### src/rtl/clk_div_pkg.sv
// Shared types and default constants for the clock-divider controller.
// The optional period counter is enabled with CLK_DIV_CTRL_PERIOD_CNT_EN.
package clk_div_pkg;

  localparam int CNT_W_DFLT   = 16;
  localparam int BURST_W_DFLT = 8;
  localparam int DEF_DIV_DFLT = 50000;

  typedef enum logic [1:0] {
    IDLE  = 2'd0,
    RUN   = 2'd1,
    DRAIN = 2'd2,
    BURST = 2'd3
  } state_t;

endpackage

### src/rtl/clk_div_core.sv
// Half-period counter with registered toggle output and rising-edge tick.
// Counting stops and the counter clears whenever run is low.
module clk_div_core
  import clk_div_pkg::*;
#(
  parameter int CNT_W = CNT_W_DFLT
) (
  input  logic             clk,
  input  logic             reset,
  input  logic             run,
  input  logic [CNT_W-1:0] div,
  output logic             load_ok,
  output logic             wrap,
  output logic             clk_out,
  output logic             tick
);

  logic [CNT_W-1:0] count;

  assign load_ok = (count == '0);
  // Greater-or-equal keeps the counter bounded if H shrinks below the current count.
  assign wrap    = (count >= (div - CNT_W'(1)));

  always_ff @(posedge clk or posedge reset) begin
    if (reset) begin
      count   <= '0;
      clk_out <= 1'b0;
      tick    <= 1'b0;
    end else if (!run) begin
      count <= '0;
      tick  <= 1'b0;
    end else if (wrap) begin
      count   <= '0;
      clk_out <= ~clk_out;
      tick    <= ~clk_out;
    end else begin
      count <= count + CNT_W'(1);
      tick  <= 1'b0;
    end
  end

endmodule

### src/rtl/clk_div_ctrl.sv
// Run/stop, burst and divisor-handshake controller around clk_div_core.
// Defining CLK_DIV_CTRL_PERIOD_CNT_EN adds a saturating period_cnt output.
module clk_div_ctrl
  import clk_div_pkg::*;
#(
  parameter int               CNT_W   = CNT_W_DFLT,
  parameter int               BURST_W = BURST_W_DFLT,
  parameter logic [CNT_W-1:0] DEF_DIV = CNT_W'(DEF_DIV_DFLT)
) (
  input  logic               clk,
  input  logic               reset,
  input  logic               en,
  input  logic               cfg_valid,
  input  logic [CNT_W-1:0]   cfg_div,
  output logic               cfg_ready,
  input  logic               burst_start,
  input  logic [BURST_W-1:0] burst_len,
  output logic               busy,
  output logic               clk_out,
  output logic               tick,
  output logic [CNT_W-1:0]   div_cur
`ifdef CLK_DIV_CTRL_PERIOD_CNT_EN
  ,
  output logic [15:0]        period_cnt
`endif
);

  state_t             state;
  state_t             next_state;
  logic [BURST_W-1:0] remaining;
  logic [CNT_W-1:0]   pend_div;
  logic               run;
  logic               load_ok;
  logic               wrap;

  clk_div_core #(
    .CNT_W(CNT_W)
  ) u_core (
    .clk    (clk),
    .reset  (reset),
    .run    (run),
    .div    (div_cur),
    .load_ok(load_ok),
    .wrap   (wrap),
    .clk_out(clk_out),
    .tick   (tick)
  );

  // Stopping while the output is low clears the counter; a stop on the
  // falling toggle keeps run high so that toggle still happens.
  always_comb begin
    next_state = state;
    case (state)
      IDLE: begin
        if (burst_start && (burst_len != '0)) next_state = BURST;
        else if (en)                          next_state = RUN;
      end
      RUN: begin
        if (!en) begin
          if (!clk_out || wrap) next_state = IDLE;
          else                  next_state = DRAIN;
        end
      end
      DRAIN: begin
        if (en)        next_state = RUN;
        else if (wrap) next_state = IDLE;
      end
      BURST: begin
        if (wrap && clk_out && (remaining <= BURST_W'(1))) next_state = IDLE;
      end
      default: next_state = IDLE;
    endcase
    run = (state != IDLE) && !((next_state == IDLE) && !clk_out);
  end

  always_ff @(posedge clk or posedge reset) begin
    if (reset) begin
      state     <= IDLE;
      busy      <= 1'b0;
      remaining <= '0;
    end else begin
      state <= next_state;
      busy  <= (next_state != IDLE);
      if ((state == IDLE) && (next_state == BURST))
        remaining <= burst_len;
      else if ((state == BURST) && wrap && clk_out)
        remaining <= remaining - BURST_W'(1);
    end
  end

  // A captured divisor waits in pend_div until a count==0 cycle.
  always_ff @(posedge clk or posedge reset) begin
    if (reset) begin
      cfg_ready <= 1'b1;
      pend_div  <= DEF_DIV;
      div_cur   <= DEF_DIV;
    end else if (cfg_valid && cfg_ready) begin
      pend_div  <= (cfg_div == '0) ? CNT_W'(1) : cfg_div;
      cfg_ready <= 1'b0;
    end else if (!cfg_ready && load_ok) begin
      div_cur   <= pend_div;
      cfg_ready <= 1'b1;
    end
  end

`ifdef CLK_DIV_CTRL_PERIOD_CNT_EN
  always_ff @(posedge clk or posedge reset) begin
    if (reset)
      period_cnt <= '0;
    else if ((state == IDLE) && (next_state != IDLE))
      period_cnt <= '0;
    else if (tick && (period_cnt != 16'hFFFF))
      period_cnt <= period_cnt + 16'd1;
  end
`endif

endmodule

### config.mk
export PLATFORM = sky130hd
export DESIGN_NAME = clk_div_ctrl
export DESIGN_NICKNAME = d
export VERILOG_FILES = /design/src/rtl/clk_div_pkg.sv /design/src/rtl/clk_div_core.sv /design/src/rtl/clk_div_ctrl.sv
export SDC_FILE = /design/constraint.sdc
export NUM_CORES = 1
export LEC_CHECK = 0
export BUFFER_PORTS_ARGS = -buffer_cell sky130_fd_sc_hd__buf_2
export CELL_PAD_IN_SITES_DETAIL_PLACEMENT = 1
export CELL_PAD_IN_SITES_GLOBAL_PLACEMENT = 1
export CORE_MARGIN = 4
export CORE_UTILIZATION = 45
export DETAILED_ROUTE_END_ITERATION = 7
export PLACE_DENSITY_LB_ADDON = 0.1
export RECOVER_POWER = 100
export SLEW_MARGIN = 20
export SYNTH_ARGS = -nofsm -noshare
export SYNTH_HDL_FRONTEND = slang
export SYNTH_SLANG_ARGS = --single-unit
### constraint.sdc
create_clock -name clk -period 5 [get_ports clk]
set_input_delay 0.5 -clock clk [delete_from_list [all_inputs] [get_ports clk]]
set_output_delay 0.5 -clock clk [all_outputs]
set_load 0.03 [all_outputs]
==> impl_summary.log, run 1 <==
INFO  metric viasPerCell = 5.35
INFO  metric final_common_cell = dfrtp_1
INFO  metric detail_route.wirelength = 7830 µm
INFO  metric gp_routability_congestion = 0.750
INFO  metric count_of_antenna_violating_nets_left_after_detailed_routing = 0
INFO  metric effective_utilization_at_floorplan = 46.5%
INFO  metric syn_nets = 369
INFO  metric layout_common_cells = dfrtp_1 (49), nor2_1 (35), mux2_2 (29), buf_2 (28), nand2_1 (25)
INFO  metric grt_pass1_vias = 2719
INFO  metric power.static_leakage = 1.67 nW
INFO  metric period_minus_slack = 4.34 ns
INFO  metric area_of_placed_instances = 0.00371 mm²
INFO  metric max_clock_freq = 0.231 GHz
INFO  metric std_cell_rows = 31
INFO  metric hold_path_depth = 2
INFO  metric critPathKind = reg2reg
INFO  metric min_period_over_period = 86.8%
INFO  metric rr_worst_depth = 13
INFO  metric critical_path.endpoint_type = flip-flop
INFO  metric route.detailed.wl_per_inst = 16.4 µm
INFO  metric filler_cell_count = 861
INFO  metric synthDominantAreaCellType = dfrtp_1
INFO  metric pwr_density_cell = 578 mW/mm²
INFO  metric syn-mean-instance-area = 10.6 µm²
INFO  metric cts_root_buf = clkbuf_8
INFO  metric maxCapViolations = 1
INFO  metric die_y = 94.5 µm
INFO  metric cts_hold_buffers = 0
INFO  metric first_pass_iters = 4
INFO  metric post-route-drc-count = 0
INFO  metric share_of_async_settable_or_async_resettable_flops_after_synthesis = 100%
INFO  metric hold_slack = 0.359 ns
INFO  metric postSynthRegisterBits = 62
INFO  metric dr.first_iter.drc_count = 45
INFO  metric syn2layout_area_growth = 14.6%
INFO  metric setup_viol = 0
INFO  metric port_buffers = 48
INFO  metric seq_area_frac_synth = 46.5%
INFO  metric tritoncts.num_buffers = 9
INFO  metric grt_max_degree = 63
INFO  metric clock_sinks = 62
INFO  metric dp_hpwl = 6030 µm
INFO  metric synthCells = 319
INFO  metric r2r_setup_slack = 0.66 ns
INFO  metric vias = 2557
INFO  metric crit_path_max_fanout = 8
INFO  metric cp.arrival = 4.57 ns
INFO  metric yosysWarningCount = 0
INFO  metric clock_tree.htree_level_count = 3
INFO  metric cts.path.max_buffers = 2
INFO  metric crit_required = 5.23 ns
INFO  metric cts_setup_buffers = 0
INFO  metric post_route_cells_drive_above_1_share = 23.5%
INFO  metric cts_repair_resize_count = 0
INFO  metric max_slew.worst_pin.slew = 3.31 ns
INFO  metric num_antenna_cells = 0
INFO  metric yosysUniqueCellTypes = 45
INFO  metric core_region_area = 0.00725 mm²
INFO  metric top_level_ports = 49
INFO  metric fin_nets = 424
INFO  metric fin_worst_skew = 0.0119 ns
INFO  metric drv_slew = 63
INFO  metric clock_tree_from_tritoncts = built
INFO  metric synth_edf_count = 0
INFO  metric worst_skew_pair.late_latency = 0.34 ns
INFO  metric synth_top_area_share = 36.4%
INFO  metric rsz_0062_raised_after_global_routing = false
INFO  metric top_area_cells_in_the_synthesized_netlist = dfrtp_1 (36%), mux2_2 (10%), dfstp_2 (10%)
INFO  metric grt_first_pass_wirelength = 13600 µm
INFO  metric grt_antenna_before_repair = 0
INFO  metric netlist_area = 0.00337 mm²
INFO  metric pwr_total = 2.23 mW
INFO  metric crit_path_start_kind = flip-flop
INFO  metric postLayoutCellArea = 0.00386 mm²
INFO  metric clk_pin_slew_worst_paths = 0.08 ns
INFO  metric worst_hold_path_type = in2reg
INFO  metric synth_top_flop_cell = dfrtp_1
INFO  metric hold_viol = 0
INFO  metric globalRoute.totalOverflow = 0
INFO  metric worst_ir_drop_vdd = 0.253 mV
INFO  metric die_w = 94.5 µm
INFO  metric die_area = 0.00894 mm²
INFO  metric grt_use_total = 19.6%
INFO  metric run_status = finished with violations
INFO  metric failed_checks = capacitance limit, slew limit
INFO  metric timing.setup.tns = 0 ns
INFO  metric slew-limit-headroom = -120%
[per-layer routing]
metal  global-route usage [%]  wire length (µm)  vias up
met1                     26.6              3700     1258
li1                         -                 -     1255
met4                     5.77                73        0
met3                     4.30               223        7
met2                     31.3              3840       37
met5                        0                 0        -
[cells in the mapped netlist, types with 10 or more instances]
master and number:
ha_1 21, nor3_1 11, dfstp_2 13, inv_1 10
nor4_1 11, o21ai_0 12, xor2_1 11, nand2_1 25
nor2_1 35, dfrtp_1 49, mux2_2 31, xnor2_1 18
[worst max-delay path, stage by stage (launching register included)]
cell and delay [ns]:
dfrtp_1 0.43, nor3_1 0.33, nand2b_1 0.12, nor4_1 0.49, nand2_1 0.21, nor3_1 0.22, xnor2_1 0.15, ha_1 0.26
a21o_1 0.19, a21o_1 0.18, a2111o_1 0.47, o31ai_1 0.76, nor3_1 0.15, a221o_1 0.29
[power breakdown]
part           switching, mW  total [mW]  internal [mW]
Clock                  0.210       0.390          0.180
Sequential             0.225       0.955          0.729
Combinational          0.494       0.887          0.393
Total                  0.929        2.23           1.30
[sequential cells by signal, indices dropped and copies added (netlist names)]
name and cells:
remaining 8, u_core.clk_out 1, busy 1, div_cur 16, state 2, pend_div 16, u_core.count 16, u_core.tick 1
cfg_ready 1
[kinds of logic (layout without fill, tap and decap cells)]
family | Yosys count | count (layout) | share of synthesized area, %
buf+inv | 15 | 75 | 1.89
fa+ha+maj | 21 | 21 | 7.80
xor+xnor | 29 | 29 | 7.54
simple gates | 118 | 118 | 17.0
mux | 33 | 33 | 11.1
compound gates | 41 | 41 | 8.10
flops | 62 | 62 | 46.5
[worst paths after layout]
| kind | start | end |
|---|---|---|
| hold / removal | cfg_valid | cfg_ready |
| min in group asynchronous | reset | remaining[1] |
| hold reg to reg | pend_div[1] | div_cur[1] |
| max in group asynchronous | reset | u_core.count[11] |
| setup reg to reg | div_cur[2] | remaining[5] |
| setup / recovery | div_cur[2] | remaining[5] |
[through the flow]
step | util, % | instances | worst slack [ns]
detailed placement | 51.2 | 462 | 0.621
floorplan | - | 319 | 1.10
finish | 53.2 | 478 | 0.662
CTS | 53.6 | 478 | 0.617
global placement | 51.2 | 462 | 0.789
global route | 53.2 | 478 | 0.137
[area by class of cell]
class	count	area [µm²]	share of cell area, %
Multi-Input combinational cell	242	1740	45.0
Sequential cell	62	1570	40.6
Timing Repair Buffer	49	219	5.67
Clock buffer	9	124	3.21
Tap cell	99	124	3.21
Clock inverter	7	50.0	1.30
Inverter	10	37.5	0.972
(Power assumes the default switching activity.)
==> inputs of run 2 (changes only) <==
--- a/config.mk
+++ b/config.mk
@@ -5,11 +5,13 @@
 export SDC_FILE = /design/constraint.sdc
 export NUM_CORES = 1
 export LEC_CHECK = 0
+export ABC_AREA = 1
 export BUFFER_PORTS_ARGS = -buffer_cell sky130_fd_sc_hd__buf_2
+export CAP_MARGIN = 10
 export CELL_PAD_IN_SITES_DETAIL_PLACEMENT = 1
 export CELL_PAD_IN_SITES_GLOBAL_PLACEMENT = 1
 export CORE_MARGIN = 4
-export CORE_UTILIZATION = 45
+export CORE_UTILIZATION = 44
 export DETAILED_ROUTE_END_ITERATION = 7
 export PLACE_DENSITY_LB_ADDON = 0.1
 export RECOVER_POWER = 100
==> impl_summary.log, run 2 <==
INFO  metric effective_utilization_at_floorplan = 45.8%
INFO  metric maxCapViolations = 1
INFO  metric clk_pin_slew_worst_paths = 0.08 ns
INFO  metric tritoncts.num_buffers = 9
INFO  metric viasPerCell = 5.20
INFO  metric synth_top_area_share = 32.1%
INFO  metric top_level_ports = 49
INFO  metric pwr_density_cell = 613 mW/mm²
INFO  metric power.static_leakage = 2.00 nW
INFO  metric setup_viol = 0
INFO  metric synth.cells.most_frequent = nand2_1 (75), inv_1 (51), dfrtp_1 (49)
INFO  metric clock_sinks = 62
INFO  metric timing.setup.tns = 0 ns
INFO  metric globalRoute.totalOverflow = 0
INFO  metric final_common_cell = nand2_1
INFO  metric route.detailed.wl_per_inst = 15.7 µm
INFO  metric cts_setup_buffers = 0
INFO  metric min_period_over_period = 71.5%
INFO  metric worst_hold_path_type = in2reg
INFO  metric postSynthRegisterBits = 62
INFO  metric max_clock_freq = 0.280 GHz
INFO  metric run_status = finished with violations
INFO  metric syn-mean-instance-area = 9.07 µm²
INFO  metric die_w = 101 µm
INFO  metric die_y = 101 µm
INFO  metric count_of_antenna_violating_nets_left_after_detailed_routing = 0
INFO  metric rsz_0062_raised_after_global_routing = false
INFO  metric drv_slew = 63
INFO  metric final_core_util = 50.9%
INFO  metric yosysUniqueCellTypes = 39
INFO  metric worst_ir_drop_vdd = 0.355 mV
INFO  metric cts.path.max_buffers = 2
INFO  metric post_route_cells_drive_above_1_share = 22.3%
INFO  metric syn2layout_area_growth = 11.2%
INFO  metric clock_tree_from_tritoncts = built
INFO  metric syn_nets = 471
INFO  metric grt_antenna_before_repair = 0
INFO  metric clock_tree.htree_level_count = 3
INFO  metric grt_pass1_vias = 3292
INFO  metric seq_area_frac_synth = 41.1%
INFO  metric std_cell_rows = 33
INFO  metric dr.first_iter.drc_count = 57
INFO  metric worst_skew_pair.late_latency = 0.35 ns
INFO  metric cts_root_buf = clkbuf_8
INFO  metric synth_top_flop_cell = dfrtp_1
INFO  metric post-route-drc-count = 0
INFO  metric crit_path_max_fanout = 10
INFO  metric critPathKind = reg2reg
INFO  metric cts_hold_buffers = 0
INFO  metric period_minus_slack = 3.58 ns
INFO  metric yosysWarningCount = 0
INFO  metric max_slew.worst_pin.slew = 3.35 ns
INFO  metric detail_route.wirelength = 9160 µm
INFO  metric num_antenna_cells = 0
INFO  metric crit_path_start_kind = flip-flop
INFO  metric cts_repair_resize_count = 0
INFO  metric synth_edf_count = 0
INFO  metric netlist_area = 0.00382 mm²
INFO  metric grt_use_total = 19.8%
INFO  metric slew-limit-headroom = -123%
INFO  metric cp.arrival = 3.78 ns
INFO  metric layout_common_cells = nand2_1 (79), inv_1 (51), dfrtp_1 (49), nor2_1 (43), buf_2 (28)
INFO  metric fin_worst_skew = 0.0145 ns
INFO  metric hold_viol = 0
INFO  metric gp_routability_congestion = 0.803
INFO  metric synthDominantAreaCellType = dfrtp_1
INFO  metric fin_nets = 524
INFO  metric top_area_cells_in_the_synthesized_netlist = dfrtp_1 (32%), dfstp_2 (8.9%), nand2_1 (7.4%)
INFO  metric core_region_area = 0.00834 mm²
INFO  metric most_frequently_used_cell_type_in_the_post_synthesis_netlist = nand2_1
INFO  metric dp_hpwl = 6990 µm
INFO  metric critical_path.endpoint_type = flip-flop
INFO  metric grt_max_degree = 63
INFO  metric crit_required = 5.21 ns
INFO  metric die_area = 0.0102 mm²
INFO  metric first_pass_iters = 4
INFO  metric reg.largest.list = div_cur: 16 flops, pend_div: 16 flops, u_core.count: 16 flops
INFO  metric vias = 3034
INFO  metric grt_first_pass_wirelength = 16000 µm
INFO  metric port_buffers = 48
INFO  metric synthCells = 421
INFO  metric failed_checks = capacitance limit, slew limit
INFO  metric share_of_async_settable_or_async_resettable_flops_after_synthesis = 100%
INFO  metric r2r_setup_slack = 1.42 ns
[run 2: changes by cell type after synthesis, moves of 5 or more]
cell     previous run  this run
nand2_1            25        75
inv_1              10        51
nand3_1             8        20
nor2_4              0        10
nor3_1             11         2
mux2_2             31        23
and3_1              7         0
nand2_2             0         7
xnor2_1            18        11
a21oi_1             6        12
or3_1               6         0
o21ai_0            12        17
[run 2: worst max-delay path, stage by stage, from the launching register on]
cell and delay [ns]:
dfrtp_1 0.43, inv_1 0.13, ha_1 0.19, nand2_1 0.12, nor4_1 0.42, nand3_1 0.16
xor2_1 0.16, inv_1 0.06, ha_1 0.27, nand2_1 0.08, nor3_1 0.25, nand2_2 0.10
nand2_1 0.22, nand3_1 0.20, nand2_1 0.31, inv_1 0.16, nand2_1 0.08, o311ai_0 0.11
[run 2: layout make-up]
type / instances / area, µm²
Clock buffer: 10 / 128
Clock inverter: 6 / 86.3
Fill cell: 1013 / 4090
Inverter: 55 / 206
Multi-Input combinational cell: 297 / 1910
Sequential cell: 62 / 1570
Tap cell: 105 / 131
Timing Repair Buffer: 49 / 219
[run 2: logic make-up after synthesis]
group	share of synthesized area (%)
adders and majority gates	6.88
DFF	41.1
and+or+nand+nor	27.5
buffers and inverters	6.59
AOI/OAI and AO/OA	6.56
muxes	7.08
xor gates and xnor gates	4.36
[run 2: worst paths after layout]
kind	cells after the start	end	start
worst max-delay path	17	remaining[4]	div_cur[0]
worst min-delay path	2	cfg_ready	cfg_valid
worst max register to register	17	remaining[4]	div_cur[0]
worst min register to register	1	div_cur[10]	pend_div[10]
max in group asynchronous	3	u_core.count[14]	reset
min in group asynchronous	3	remaining[1]	reset
[run 2: where the power goes]
| group | leakage, nW | switching [mW] | internal, mW |
|---|---|---|---|
| Combinational | 1.15 | 0.732 | 0.436 |
| Sequential | 0.745 | 0.202 | 0.739 |
| Clock | 0.106 | 0.212 | 0.280 |
[run 2: metal layers]
| metal | global-route usage [%] | up-vias | wire, µm |
|---|---|---|---|
| li1 | - | 1496 | - |
| met1 | 27.1 | 1473 | 4440 |
| met2 | 31.4 | 49 | 4270 |
| met3 | 3.86 | 16 | 287 |
| met4 | 7.26 | 0 | 158 |
| met5 | 0 | - | 0 |
[run 2: per-stage QoR]
stage	hold WS (ns)	cell area, µm²	power [mW]	worst slack [ns]	instances
floorplan	0.475	3820	1.87	1.95	421
global placement	0.485	4150	2.13	1.77	568
detailed placement	0.492	4150	2.19	1.63	568
CTS	0.302	4370	2.71	1.59	584
global route	0.319	4250	2.84	0.950	584
finish	0.325	4250	2.60	1.42	584
==> inputs of run 3 (changes only) <==
--- a/config.mk
+++ b/config.mk
@@ -5,13 +5,13 @@
 export SDC_FILE = /design/constraint.sdc
 export NUM_CORES = 1
 export LEC_CHECK = 0
-export ABC_AREA = 1
+export ABC_AREA = 0
 export BUFFER_PORTS_ARGS = -buffer_cell sky130_fd_sc_hd__buf_2
 export CAP_MARGIN = 10
 export CELL_PAD_IN_SITES_DETAIL_PLACEMENT = 1
 export CELL_PAD_IN_SITES_GLOBAL_PLACEMENT = 1
 export CORE_MARGIN = 4
-export CORE_UTILIZATION = 44
+export CORE_UTILIZATION = 40
 export DETAILED_ROUTE_END_ITERATION = 7
 export PLACE_DENSITY_LB_ADDON = 0.1
 export RECOVER_POWER = 100
==> constraint.sdc (replaced) <==
create_clock -name clk -period 3.23 [get_ports clk]
set_input_delay 0.323 -clock clk [delete_from_list [all_inputs] [get_ports clk]]
set_output_delay 0.323 -clock clk [all_outputs]
set_load 0.03 [all_outputs]
==> impl_summary.log, run 3 (synthesized netlist as in run 1, its figures left out) <==
INFO  metric run_status = finished with violations
INFO  metric failed_checks = capacitance limit, slew limit, setup timing
INFO  metric sequential_share_of_power = 35.3%
INFO  metric cell_internal_pwr = 2.44 mW
INFO  metric crit_path_start_kind = flip-flop
INFO  metric clock_tree.htree_level_count = 3
INFO  metric rr_worst_depth = 12
INFO  metric drv_slew = 63
INFO  metric worst_skew_pair.late_latency = 0.34 ns
INFO  metric setup_viol = 11
INFO  metric post-route-drc-count = 0
INFO  metric clk_pin_slew_worst_paths = 0.08 ns
INFO  metric dr.first_iter.drc_count = 72
INFO  metric syn2layout_area_growth = 29.6%
INFO  metric maxCapViolations = 1
INFO  metric top_level_ports = 49
INFO  metric netsw = 1.65 mW
INFO  metric tritoncts.num_buffers = 9
INFO  metric grt_pass1_vias = 2935
INFO  metric grt_antenna_before_repair = 0
INFO  metric post_route_cells_drive_above_1_share = 35.6%
INFO  metric slew-limit-headroom = -1.07%
INFO  metric clock_sinks = 62
INFO  metric hold_path_depth = 2
INFO  metric timing.setup.tns = -1.30 ns
INFO  metric period_minus_slack = 3.50 ns
INFO  metric power.static_leakage = 1.92 nW
INFO  metric post-route-worst-setup-slack = -0.269 ns
INFO  metric power_frac_comb = 45.3%
INFO  metric grt_max_degree = 63
INFO  metric fin_worst_skew = 0.00667 ns
INFO  metric worst_ir_drop_vdd = 0.529 mV
INFO  metric critical_path.endpoint_type = flip-flop
INFO  metric die_y = 99.8 µm
INFO  metric grt_first_pass_wirelength = 14600 µm
INFO  metric pwr_total = 4.08 mW
INFO  metric effective_utilization_at_floorplan = 41.0%
INFO  metric fin_nets = 461
INFO  metric rsz_0062_raised_after_global_routing = true
INFO  metric max_slew.worst_pin.slew = 1.52 ns
INFO  metric cts_hold_buffers = 0
INFO  metric first_pass_iters = 4
INFO  metric reg.largest.list = div_cur: 16 flops, pend_div: 16 flops, u_core.count: 16 flops
INFO  metric max_clock_freq = 0.286 GHz
INFO  metric switching_share = 40.4%
INFO  metric worst_hold_path_type = in2reg
INFO  metric clock_tree_from_tritoncts = built
INFO  metric detail_route.wirelength = 8740 µm
INFO  metric std_cell_rows = 33
INFO  metric die_w = 99.8 µm
INFO  metric dp_hpwl = 6530 µm
INFO  metric gp_routability_congestion = 0.837
INFO  metric globalRoute.totalOverflow = 0
INFO  metric final_core_util = 53.1%
INFO  metric layout_common_cells = dfrtp_1 (46), nor2_1 (33), buf_4 (31), mux2_2 (29), buf_2 (28)
INFO  metric grt_use_total = 18.6%
INFO  metric die_area = 0.00996 mm²
INFO  metric cts.path.max_buffers = 2
INFO  metric viasPerCell = 5.25
INFO  metric core_region_area = 0.00822 mm²
INFO  metric cp.arrival = 3.73 ns
INFO  metric crit_required = 3.46 ns
INFO  metric port_buffers = 48
INFO  metric route.detailed.wl_per_inst = 16.8 µm
INFO  metric min_period_over_period = 108%
INFO  metric count_of_antenna_violating_nets_left_after_detailed_routing = 0
INFO  metric pwr_density_cell = 935 mW/mm²
INFO  metric clock_power_share = 19.4%
INFO  metric hold_viol = 0
INFO  metric vias = 2736
INFO  metric cts_root_buf = clkbuf_8
INFO  metric critPathKind = reg2reg
INFO  metric crit_path_max_fanout = 6
INFO  metric post-place-ws = -0.252 ns
INFO  metric final_common_cell = dfrtp_1
INFO  metric num_antenna_cells = 0
[run 3: cell count changes in the layout (fill, tap and decap cells not counted), moves of 8 or more]
cell	delta
a21oi_1	-8
buf_4	+31
inv_1	-42
nand2_1	-58
nand3_1	-12
nor2_1	-10
[run 3: metrics by stage]
stage | instance area, µm² | std cells | hold slack [ns]
after floorplan | 3420 | 319 | 0.386
after global placement | 4010 | 499 | 0.413
after detailed placement | 4010 | 499 | 0.415
after CTS | 4320 | 520 | 0.0408
after global routing | 4370 | 521 | 0.139
final | 4370 | 521 | 0.145
[run 3: per-layer routing]
layer	GRT usage (%)	wire length [µm]	share of wire (%)
met4	5.36	94	1.1
met1	24.4	4070	47
met3	3.96	231	2.6
met5	0	0	0
met2	31.0	4340	50
[run 3: final cells by class]
type	instances	area (µm²)
Tap cell	105	131
Multi-Input combinational cell	242	1890
Sequential cell	62	1570
Inverter	10	37.5
Clock buffer	9	124
Fill cell	911	3850
Clock inverter	7	103
Timing Repair Buffer	86	513
[run 3: worst max-delay path, stage by stage, from the launching register on]
cell and delay (ns):
dfrtp_1 0.39, nor4_1 0.61, nand2_2 0.15, nor3_2 0.15, xnor2_1 0.14, ha_1 0.26, a21o_1 0.16, a21o_1 0.15
a2111o_1 0.45, o31a_1 0.33, buf_4 0.18, mux2i_1 0.12, a221o_1 0.30
[run 3: timing repair]
action,in CTS,in global routing
setup endpoints to repair,29,29
setup buffers,5,1
gates resized for setup,9,18
pin swaps,2,4
[run 3: path summary, 6_finish.rpt]
path | from | to | slack (ns)
max in group asynchronous | reset | div_cur[0] | 1.73
worst min-delay path | cfg_valid | cfg_ready | 0.14
min in group asynchronous | reset | remaining[1] | 0.50
worst min register to register | pend_div[0] | pend_div[0] | 0.51
worst max register to register | div_cur[10] | remaining[5] | -0.27
worst max-delay path | div_cur[10] | remaining[5] | -0.27
[run 3: power by group through the flow]
stage                     Clock, mW  Sequential (mW)  Combinational [mW]
after floorplan                   0             1.61               0.903
after global placement            0             1.42                1.69
after detailed placement          0             1.45                1.76
after CTS                     0.819             1.44                1.84
after global routing          0.855             1.49                2.05
final                         0.793             1.44                1.85
